--- src/rtl/vga_pkg.sv ---
// Shared VGA timing constants, colour packing and small helpers for the
// 640x480@60 Hz timing generator and its axis counters.
package vga_pkg;

  // Counter and colour widths
  localparam int COUNT_W = 10;
  localparam int RGB_W   = 6;

  // Default 640x480@60 Hz horizontal timing (clocks)
  localparam int H_ACTIVE_DEF = 640;
  localparam int H_FRONT_DEF  = 16;
  localparam int H_SYNC_DEF   = 96;
  localparam int H_BACK_DEF   = 48;
  localparam int H_TOTAL      = H_ACTIVE_DEF + H_FRONT_DEF + H_SYNC_DEF + H_BACK_DEF;

  // Default vertical timing (lines)
  localparam int V_ACTIVE_DEF = 480;
  localparam int V_FRONT_DEF  = 10;
  localparam int V_SYNC_DEF   = 2;
  localparam int V_BACK_DEF   = 33;
  localparam int V_TOTAL      = V_ACTIVE_DEF + V_FRONT_DEF + V_SYNC_DEF + V_BACK_DEF;

  // Sync windows are [start, end)
  localparam int H_SYNC_START = H_ACTIVE_DEF + H_FRONT_DEF;
  localparam int H_SYNC_END   = H_SYNC_START + H_SYNC_DEF;
  localparam int V_SYNC_START = V_ACTIVE_DEF + V_FRONT_DEF;
  localparam int V_SYNC_END   = V_SYNC_START + V_SYNC_DEF;

  // Standard 640x480 uses active-low sync
  localparam logic SYNC_POL_DEF = 1'b0;

  // Colour word {R1,R0,G1,G0,B1,B0} as packed onto the PMOD pins
  localparam logic [RGB_W-1:0] RGB_BLACK = '0;
  localparam int R_LSB = 4;
  localparam int G_LSB = 2;
  localparam int B_LSB = 0;

  // Pin level for a sync output given whether the counter is inside its pulse
  function automatic logic sync_level(input logic in_sync, input logic pol);
    return in_sync ? pol : ~pol;
  endfunction

endpackage

--- src/rtl/vga_axis_counter.sv ---
// One axis of the raster: a wrapping counter with active-area and
// sync-window decode. Used once per line (always enabled) and once per
// frame (enabled by the line wrap).
module vga_axis_counter
  import vga_pkg::*;
#(
  parameter int TOTAL      = H_TOTAL,
  parameter int SYNC_START = H_SYNC_START,
  parameter int SYNC_END   = H_SYNC_END,
  parameter int ACTIVE     = H_ACTIVE_DEF
) (
  input  logic               clk,
  input  logic               rst,
  input  logic               en,
  output logic [COUNT_W-1:0] count,
  output logic               wrap,
  output logic               active,
  output logic               in_sync
);

  localparam logic [COUNT_W-1:0] LAST    = COUNT_W'(TOTAL - 1);
  localparam logic [COUNT_W-1:0] ACT_END = COUNT_W'(ACTIVE);
  localparam logic [COUNT_W-1:0] SYNC_LO = COUNT_W'(SYNC_START);
  localparam logic [COUNT_W-1:0] SYNC_HI = COUNT_W'(SYNC_END);

  logic [COUNT_W-1:0] count_q, count_d;

  // Next count: advance when enabled, return to zero after the last position
  always_comb begin
    wrap    = en && (count_q == LAST);
    count_d = count_q;
    if (wrap) begin
      count_d = '0;
    end else if (en) begin
      count_d = count_q + COUNT_W'(1);
    end
  end

  // Counter register, cleared immediately by reset
  always_ff @(posedge clk or posedge rst) begin
    if (rst) begin
      count_q <= '0;
    end else begin
      count_q <= count_d;
    end
  end

  assign count   = count_q;
  assign active  = (count_q < ACT_END);
  assign in_sync = (count_q >= SYNC_LO) && (count_q < SYNC_HI);

endmodule

--- src/rtl/vga_timing_gen.sv ---
// VGA raster timing source: drives x/y/next_frame to the pattern
// generators and registers their colour together with hsync/vsync so all
// pin-bound outputs leave on the same clock edge.
module vga_timing_gen
  import vga_pkg::*;
#(
  parameter int   H_ACTIVE = H_ACTIVE_DEF,
  parameter int   H_FRONT  = H_FRONT_DEF,
  parameter int   H_SYNC   = H_SYNC_DEF,
  parameter int   H_BACK   = H_BACK_DEF,
  parameter int   V_ACTIVE = V_ACTIVE_DEF,
  parameter int   V_FRONT  = V_FRONT_DEF,
  parameter int   V_SYNC   = V_SYNC_DEF,
  parameter int   V_BACK   = V_BACK_DEF,
  parameter logic SYNC_POL = SYNC_POL_DEF
) (
  input  logic               clk,
  input  logic               rst,
  input  logic [RGB_W-1:0]   rgb_in,
  output logic [COUNT_W-1:0] x,
  output logic [COUNT_W-1:0] y,
  output logic               next_frame,
  output logic               display_on,
  output logic               hsync,
  output logic               vsync,
  output logic [RGB_W-1:0]   rgb_out
);

  localparam int LINE_CLKS   = H_ACTIVE + H_FRONT + H_SYNC + H_BACK;
  localparam int FRAME_LINES = V_ACTIVE + V_FRONT + V_SYNC + V_BACK;

  logic h_wrap, h_active, h_in_sync;
  logic v_wrap, v_active, v_in_sync;

  vga_axis_counter #(
    .TOTAL      (LINE_CLKS),
    .SYNC_START (H_ACTIVE + H_FRONT),
    .SYNC_END   (H_ACTIVE + H_FRONT + H_SYNC),
    .ACTIVE     (H_ACTIVE)
  ) u_h_counter (
    .clk     (clk),
    .rst     (rst),
    .en      (1'b1),
    .count   (x),
    .wrap    (h_wrap),
    .active  (h_active),
    .in_sync (h_in_sync)
  );

  vga_axis_counter #(
    .TOTAL      (FRAME_LINES),
    .SYNC_START (V_ACTIVE + V_FRONT),
    .SYNC_END   (V_ACTIVE + V_FRONT + V_SYNC),
    .ACTIVE     (V_ACTIVE)
  ) u_v_counter (
    .clk     (clk),
    .rst     (rst),
    .en      (h_wrap),
    .count   (y),
    .wrap    (v_wrap),
    .active  (v_active),
    .in_sync (v_in_sync)
  );

  // The vertical wrap fires only on the last clock of the last line, which
  // is exactly the frame boundary the pattern generators step on.
  assign next_frame = v_wrap;
  assign display_on = h_active && v_active;

  logic [RGB_W-1:0] rgb_q, rgb_d;
  logic             hsync_q, hsync_d;
  logic             vsync_q, vsync_d;

  // Output stage inputs: blank colour outside the visible area, map sync windows to pin level
  always_comb begin
    rgb_d   = display_on ? rgb_in : RGB_BLACK;
    hsync_d = sync_level(h_in_sync, SYNC_POL);
    vsync_d = sync_level(v_in_sync, SYNC_POL);
  end

  // Single output register so colour and both syncs change on the same edge
  always_ff @(posedge clk or posedge rst) begin
    if (rst) begin
      rgb_q   <= RGB_BLACK;
      hsync_q <= ~SYNC_POL;
      vsync_q <= ~SYNC_POL;
    end else begin
      rgb_q   <= rgb_d;
      hsync_q <= hsync_d;
      vsync_q <= vsync_d;
    end
  end

  assign rgb_out = rgb_q;
  assign hsync   = hsync_q;
  assign vsync   = vsync_q;

endmodule

--- config.mk ---
export PLATFORM = sky130hd
export DESIGN_NAME = vga_timing_gen
export DESIGN_NICKNAME = d
export VERILOG_FILES = /design/src/rtl/vga_pkg.sv /design/src/rtl/vga_axis_counter.sv /design/src/rtl/vga_timing_gen.sv
export SDC_FILE = /design/constraint.sdc
export NUM_CORES = 1
export LEC_CHECK = 0
export BUFFER_PORTS_ARGS = -buffer_cell sky130_fd_sc_hd__buf_2
export CAP_MARGIN = 25
export CELL_PAD_IN_SITES_DETAIL_PLACEMENT = 0
export CELL_PAD_IN_SITES_GLOBAL_PLACEMENT = 1
export CORE_MARGIN = 1
export CORE_UTILIZATION = 35
export DETAILED_ROUTE_END_ITERATION = 6
export PLACE_DENSITY = 0.69
export SLEW_MARGIN = 20
export SYNTH_ARGS = -nofsm -noshare
export SYNTH_HDL_FRONTEND = slang
export SYNTH_SLANG_ARGS = --single-unit
--- constraint.sdc ---
create_clock -name clk -period 2.1 [get_ports clk]
set_input_delay 0.21 -clock clk [delete_from_list [all_inputs] [get_ports clk]]
set_output_delay 0.21 -clock clk [all_outputs]
set_load 0.02 [all_outputs]
==> summary.txt, run 1 <==
Power and ir drop
  • Cell Int Power: 725.9 µW
  • Sw Ratio: 0.2007
  • Clk pwr share: 0.359
  • Worst vdd ir: 0.2287 mV
  • PwrDens: 540.5 mW/mm²
  • Total chip power: 908.2 µW
  • Logic pwr share: 0.040
  • Reg power frac: 0.601
  • P_sw: 182.3 µW
  • LEAKAGE: ~0.00083 µW

Clock network
  • H-Tree Depth: 1
  • Worst-case clock buffer depth: 2
  • Num CTS Buffers: 3
  • CTS tree: built
  • Clock slew at reported path FFs: 0.09 ns
  • Root Buffer: clkbuf_8
  • Clock latency on the worst-skew pair: between 0.2 and 0.3 ns
  • Num Clock Sinks: 28
  • Hold_buf cts: 0

Synthesis
  • Largest cells by area after synthesis: dfrtp_1 (49%), nand3_1 (4.1%), dfstp_2 (3.9%), ha_1 (3.8%), nand4_1 (3.3%)
  • Syn Nets: 136
  • Asr flop ratio synth: 1.000
  • Syn avg cell area: 10.75 µm²
  • Synthesized flop and latch total: 28
  • Synth Instances: about 120
  • Synth top area share: 0.4883
  • Register area share after synthesis: 0.5277
  • Synthesized area: 0.001333 mm²
  • Yosys top cell by area: dfrtp_1
  • Ys Warns: 0
  • Netlist cell types: 34
  • Number of flops mapped to enable cells by yosys: 0
  • Synth Flop Type: dfrtp_1

Die
  • Core area: around 0.0037 mm²
  • Initial core utilization: 0.3640
  • Die X: 63.70 µm
  • Die Height: around 64 µm
  • Row count: 22
  • Io pins: 38
  • Die ar.: 0.004058 mm²

Detailed routing
  • Detailed Route WL: 2877 µm
  • Vias post-DR: 1054
  • Post-DRT Antenna Nets: 0
  • Initial DRC Count: 53
  • DR vias/cell: just under 5
  • Drc violations: 0
  • Average wire per standard cell: about 13 µm
  • DRT Pass-1 Iters: 4

Timing
  • Unrepaired setup endpoints after global routing: no
  • F_max: 508.7 MHz
  • Setup violators final: 0
  • Slew margin rel.: 0.4769
  • Fin crit period: between 1.5 and 2 ns
  • Worst Hold Slack: a little under 0.08 ns
  • Final Max Tran Viols: 0
  • Final Hold Vio Count: 0
  • Setup Skew: between 0.004 and 0.005 ns
  • Final period utilization: 0.9360
  • Worst Tran Pin Value: approximately 0.8 ns
  • Setup tns final: 0 ns

Final layout
  • Fraction of layout cells with a size suffix above 1: 0.3706
  • P&R area growth vs syn: 26.10%
  • Nets: around 180
  • Util after Layout: 0.4590
  • Final instance area: 0.001680 mm²
  • Most frequent cells in the layout: buf_2 (37), dfrtp_1 (24), nand3_1 (11), inv_1 (9)
  • Ant diodes: 0
  • Filler Cell Count: 372
  • Commonest non-fill, non-tap cell in the layout: buf_2

Worst setup path
  • Critical Path Start: u_h_counter.count[1]
  • FF-to-FF Start: u_h_counter.count[1]
  • Crit path launch type: register
  • Worst EP arrival: 1.76 ns
  • Path type of the worst setup path: register to primary output
  • CP Max Fanout: 8
  • Critical Path End Type: primary output
  • CP required: 1.89 ns

GRT
  • Largest net degree at the start of global routing: 22
  • First-pass GRT wire length: 4671 µm
  • Initial antenna violation count: 0
  • GRT Total Usage: 0.1485
  • Grt ovf: 0
  • Vias in the first global route: around 970

Placed design
  • DP Wirelength: 2141 µm
  • Post-Place Cell Area: 0.001595 mm²
  • GPL Wtd Cong: ~0.85
  • PortBufs: 37

Job
  • MaxCap Viol Count: 0

Hold path
  • Hold Crit Class: input pin to asynchronous set/reset pin

Outcome
  • Status: finished clean
through the flow:
| step | worst slack, ns | std cells |
|---|---|---|
| floorplan | 0.07329 | 124 |
| global placement | 0.2061 | 211 |
| global route | 0.01979 | 218 |
| finish | 0.1344 | 218 |
| CTS | 0.009766 | 215 |
| detailed placement | 0.1262 | 211 |
layer usage:
metal  GRT usage  up-vias  wire length, µm
li1            -      525                -
met1      0.2101      501             1373
met2      0.2274       24             1361
met3     0.02536        4              113
met4     0.05114        0               29
met5           0        -                0
final cells by class:
cell class | count | area (µm²) | area share
clock buffers | 4 | 55.05 | 0.03276
multi-input cells | 84 | 580.6 | 0.3455
inverters | 9 | 33.78 | 0.02010
flip-flops and latches | 28 | 705.7 | 0.4200
well taps | 48 | 60.06 | 0.03574
repair buffers | 45 | 245.2 | 0.1459
power by group through the flow:
stage	sequential (µW)	clock [µW]	combinational, µW
after floorplan	565	0	11.6
after global placement	556	0	37.0
after detailed placement	557	0	37.7
after CTS	546	341	37.8
after global routing	547	365	41.1
final	546	326	36.3
flip-flops by register name (all words and copies together), names as in the netlist:
register and flops:
rgb_out 6, u_v_counter.count 10, vsync 1, u_h_counter.count 10, hsync 1
path summary, 6_finish.rpt:
| check | slack [ns] | cells past startpoint | to |
|---|---|---|---|
| hold reg to reg | 0.55 | 1 | u_v_counter.count[7] |
| setup / recovery | 0.13 | 6 | next_frame |
| hold / removal | 0.08 | 2 | u_v_counter.count[4] |
| min in group clk | 0.14 | 2 | rgb_out[2] |
| max in group asynchronous | 1.44 | 3 | u_h_counter.count[0] |
| setup reg to reg | 0.27 | 6 | u_v_counter.count[3] |
critical path: stages, from the launching register on:
cell and delay [ns]:
dfrtp_2 0.42, ha_2 0.22, and4_4 0.28, nand4b_4 0.11, buf_4 0.18, nor2_1 0.09
buf_2 0.17
cells in the mapped netlist (2+ instances only):
master   count
a21oi_1      4
and2_1       6
and3_1       2
and4_1       3
dfrtp_1     26
dfstp_2      2
ha_1         4
inv_1        9
nand2_1      7
nand3_1     11
nand4_1      7
nor2_1       8
nor3_1       2
nor4_1       2
o21ai_0      5
xnor2_1      5
xor2_1       4
kinds of logic after synthesis:
logic type	share of synthesized area
muxes	0.01596
xor gates and xnor gates	0.07136
adders and majority gates	0.03756
DFF	0.5277
AOI/OAI and AO/OA	0.04977
and+or+nand+nor	0.2573
buffers and inverters	0.04037
timing repair:
action	in CTS	in global routing
endpoints found under the setup margin	1	1
buffers inserted	0	3
pin swaps	0	1
resized for setup	2	3
(Power assumes the default switching activity.)
==> run 2: changes to the inputs <==
--- a/config.mk
+++ b/config.mk
@@ -5,14 +5,14 @@
 export SDC_FILE = /design/constraint.sdc
 export NUM_CORES = 1
 export LEC_CHECK = 0
-export BUFFER_PORTS_ARGS = -buffer_cell sky130_fd_sc_hd__buf_2
 export CAP_MARGIN = 25
 export CELL_PAD_IN_SITES_DETAIL_PLACEMENT = 0
 export CELL_PAD_IN_SITES_GLOBAL_PLACEMENT = 1
 export CORE_MARGIN = 1
 export CORE_UTILIZATION = 35
 export DETAILED_ROUTE_END_ITERATION = 6
-export PLACE_DENSITY = 0.69
+export DONT_BUFFER_PORTS = 1
+export PLACE_DENSITY = 0.58
 export SLEW_MARGIN = 20
 export SYNTH_ARGS = -nofsm -noshare
 export SYNTH_HDL_FRONTEND = slang
==> run 2 against run 1 <==
  * Register-to-register slack hardly changed
  * Worst hold slack worse by 0.028 ns
  * Global-route usage is 1.1 points higher
  * Non-clock buffer count is 27 lower
  * Critical path type unchanged
  * Critical endpoint unchanged
==> summary.txt, run 2 (synthesized netlist as in run 1, its figures left out) <==
Timing
  • Setup Skew: 0.002591 ns
  • Worst Tran Pin Value: 0.4302 ns
  • Unrepaired setup endpoints after global routing: no
  • Final Max Tran Viols: 0
  • Fin crit period: 2.005 ns
  • F_max: 498.7 MHz
  • Setup violators final: 0
  • Slew margin rel.: 0.7132
  • Setup tns final: 0 ns
  • Final period utilization: 0.9548
  • Final Hold Vio Count: 0

Clock network
  • Num Clock Sinks: 28
  • CTS tree: built
  • Post-CTS setup buffer count: 0
  • Num CTS Buffers: 3
  • H-Tree Depth: 1
  • Clock latency on the worst-skew pair: 0.28 ns
  • Worst-case clock buffer depth: 2
  • Root Buffer: clkbuf_8
  • Clock slew at reported path FFs: approximately 0.1 ns

Die
  • Die X: 63.70 µm
  • Die ar.: approximately 0.004 mm²
  • Row count: 22
  • Io pins: 38
  • Die Height: 63.70 µm
  • Core area: 0.003661 mm²
  • Initial core utilization: 0.3640

GRT
  • Initial antenna violation count: 0
  • Vias in the first global route: 939
  • Largest net degree at the start of global routing: 29
  • GRT Total Usage: 0.1596
  • Grt ovf: 0
  • First-pass GRT wire length: 4836 µm

Hold path
  • Hold path start: rgb_in[0]
  • Hold Crit Class: input pin to register

Worst setup path
  • Critical Path Start: u_h_counter.count[1]
  • Worst EP arrival: 1.80 ns
  • Critical Path End Type: primary output
  • Most common cell on crit path: buf_4
  • Cell family with most CP delay: simple AND/OR/NAND/NOR gates
  • CP Max Fanout: 8
  • CP cell instances: ha_1 -> and4_2 -> nand4b_4 -> buf_4 -> nor2_1 -> buf_4
  • FF-to-FF Start: u_h_counter.count[1]
  • Worst path slowest cell: dfrtp_1
  • CP required: 1.89 ns
  • Crit path launch type: register
  • Slowest Stage Delay on Critical Path: 0.37 ns
  • WP buf/inv: 2
  • Path type of the worst setup path: register to primary output

Final layout
  • Ant diodes: 0
  • Util after Layout: 0.4340
  • Commonest non-fill, non-tap cell in the layout: dfrtp_1
  • Nets: 156
  • Fraction of layout cells with a size suffix above 1: 0.2308
  • Most frequent cells in the layout: dfrtp_1 (26), buf_4 (17), nand3_1 (11), inv_1 (9), nor2_1 (8)
  • Final instance area: approximately 0.0016 mm²
  • P&R area growth vs syn: 19.25%

Detailed routing
  • DR vias/cell: 5.277
  • Initial DRC Count: 93
  • Post-DRT Antenna Nets: 0
  • Vias post-DR: 1008
  • Average wire per standard cell: 15.49 µm
  • Drc violations: 0
  • DRT Pass-1 Iters: 4
  • Detailed Route WL: between 2000 and 3000 µm

Outcome
  • Status: finished clean

Power and ir drop
  • Worst vdd ir: around 0.22 mV
  • Total chip power: 1001 µW
  • LEAKAGE: 0.0007342 µW
  • PwrDens: 629.9 mW/mm²

Placed design
  • DP Wirelength: 2151 µm
  • GPL Wtd Cong: 0.8526
  • Post-Place Cell Area: 0.001500 mm²
  • PortBufs: 0

Job
  • MaxCap Viol Count: 0
[run 2: routing by layer]
| layer | track usage | wire length [µm] | share of wire |
|---|---|---|---|
| met4 | 0.07955 | 71 | 0.024 |
| met5 | 0 | 0 | 0 |
| met2 | 0.2527 | 1491 | 0.50 |
| met3 | 0.03442 | 127 | 0.043 |
| met1 | 0.2036 | 1269 | 0.43 |
[run 2: metrics by stage]
stage / setup WS (ns) / hold WS (ns) / instances
after floorplan: 0.07329 / 0.2739 / 124
after global placement: 0.3032 / 0.1870 / 186
after detailed placement: 0.2570 / 0.1981 / 186
after CTS: 0.05266 / 0.04264 / 191
after global routing: 0.0007767 / 0.03709 / 191
final: 0.09489 / 0.04960 / 191
[run 2: path summary, 6_finish.rpt]
kind | end | slack, ns | cells after the start
worst max register to register | u_v_counter.count[4] | 0.26 | 5
worst max-delay path | next_frame | 0.09 | 6
worst min register to register | u_h_counter.count[4] | 0.62 | 2
max in group asynchronous | hsync | 1.36 | 3
min in group asynchronous | rgb_out[1] | 0.43 | 3
worst min-delay path | rgb_out[0] | 0.05 | 1
[run 2: report_power, final]
group | internal (µW) | leakage (µW) | switching [µW]
Clock | 256 | 0.0000357 | 174
Sequential | 545 | 0.000356 | 9.68
Combinational | 5.39 | 0.000343 | 12.0
Total | 806 | 0.000734 | 195
[run 2: area by class of cell]
cell class                 count  area (µm²)
fill                         356        2072
clock inverter                 1       30.03
inverter                       9       33.78
tap                           48       60.06
sequential                    28       703.2
clock buffer                   3       41.29
timing repair buffer          18       137.6
multi-input combinational     84       583.1
[run 2: what timing repair did]
item | in CTS | in global routing
endpoints found under the hold margin | 26 | 0
endpoints found under the setup margin | 0 | 1
resized for setup | 0 | 2
hold buffers | 1 | 0
[run 2: worst register-to-register path: cells and delay by family (launching register included)]
kind	cells	cell delay [ns]
and+or+nand+nor	3	0.84
DFF	1	0.37
muxes	1	0.29
adders and majority gates	1	0.22
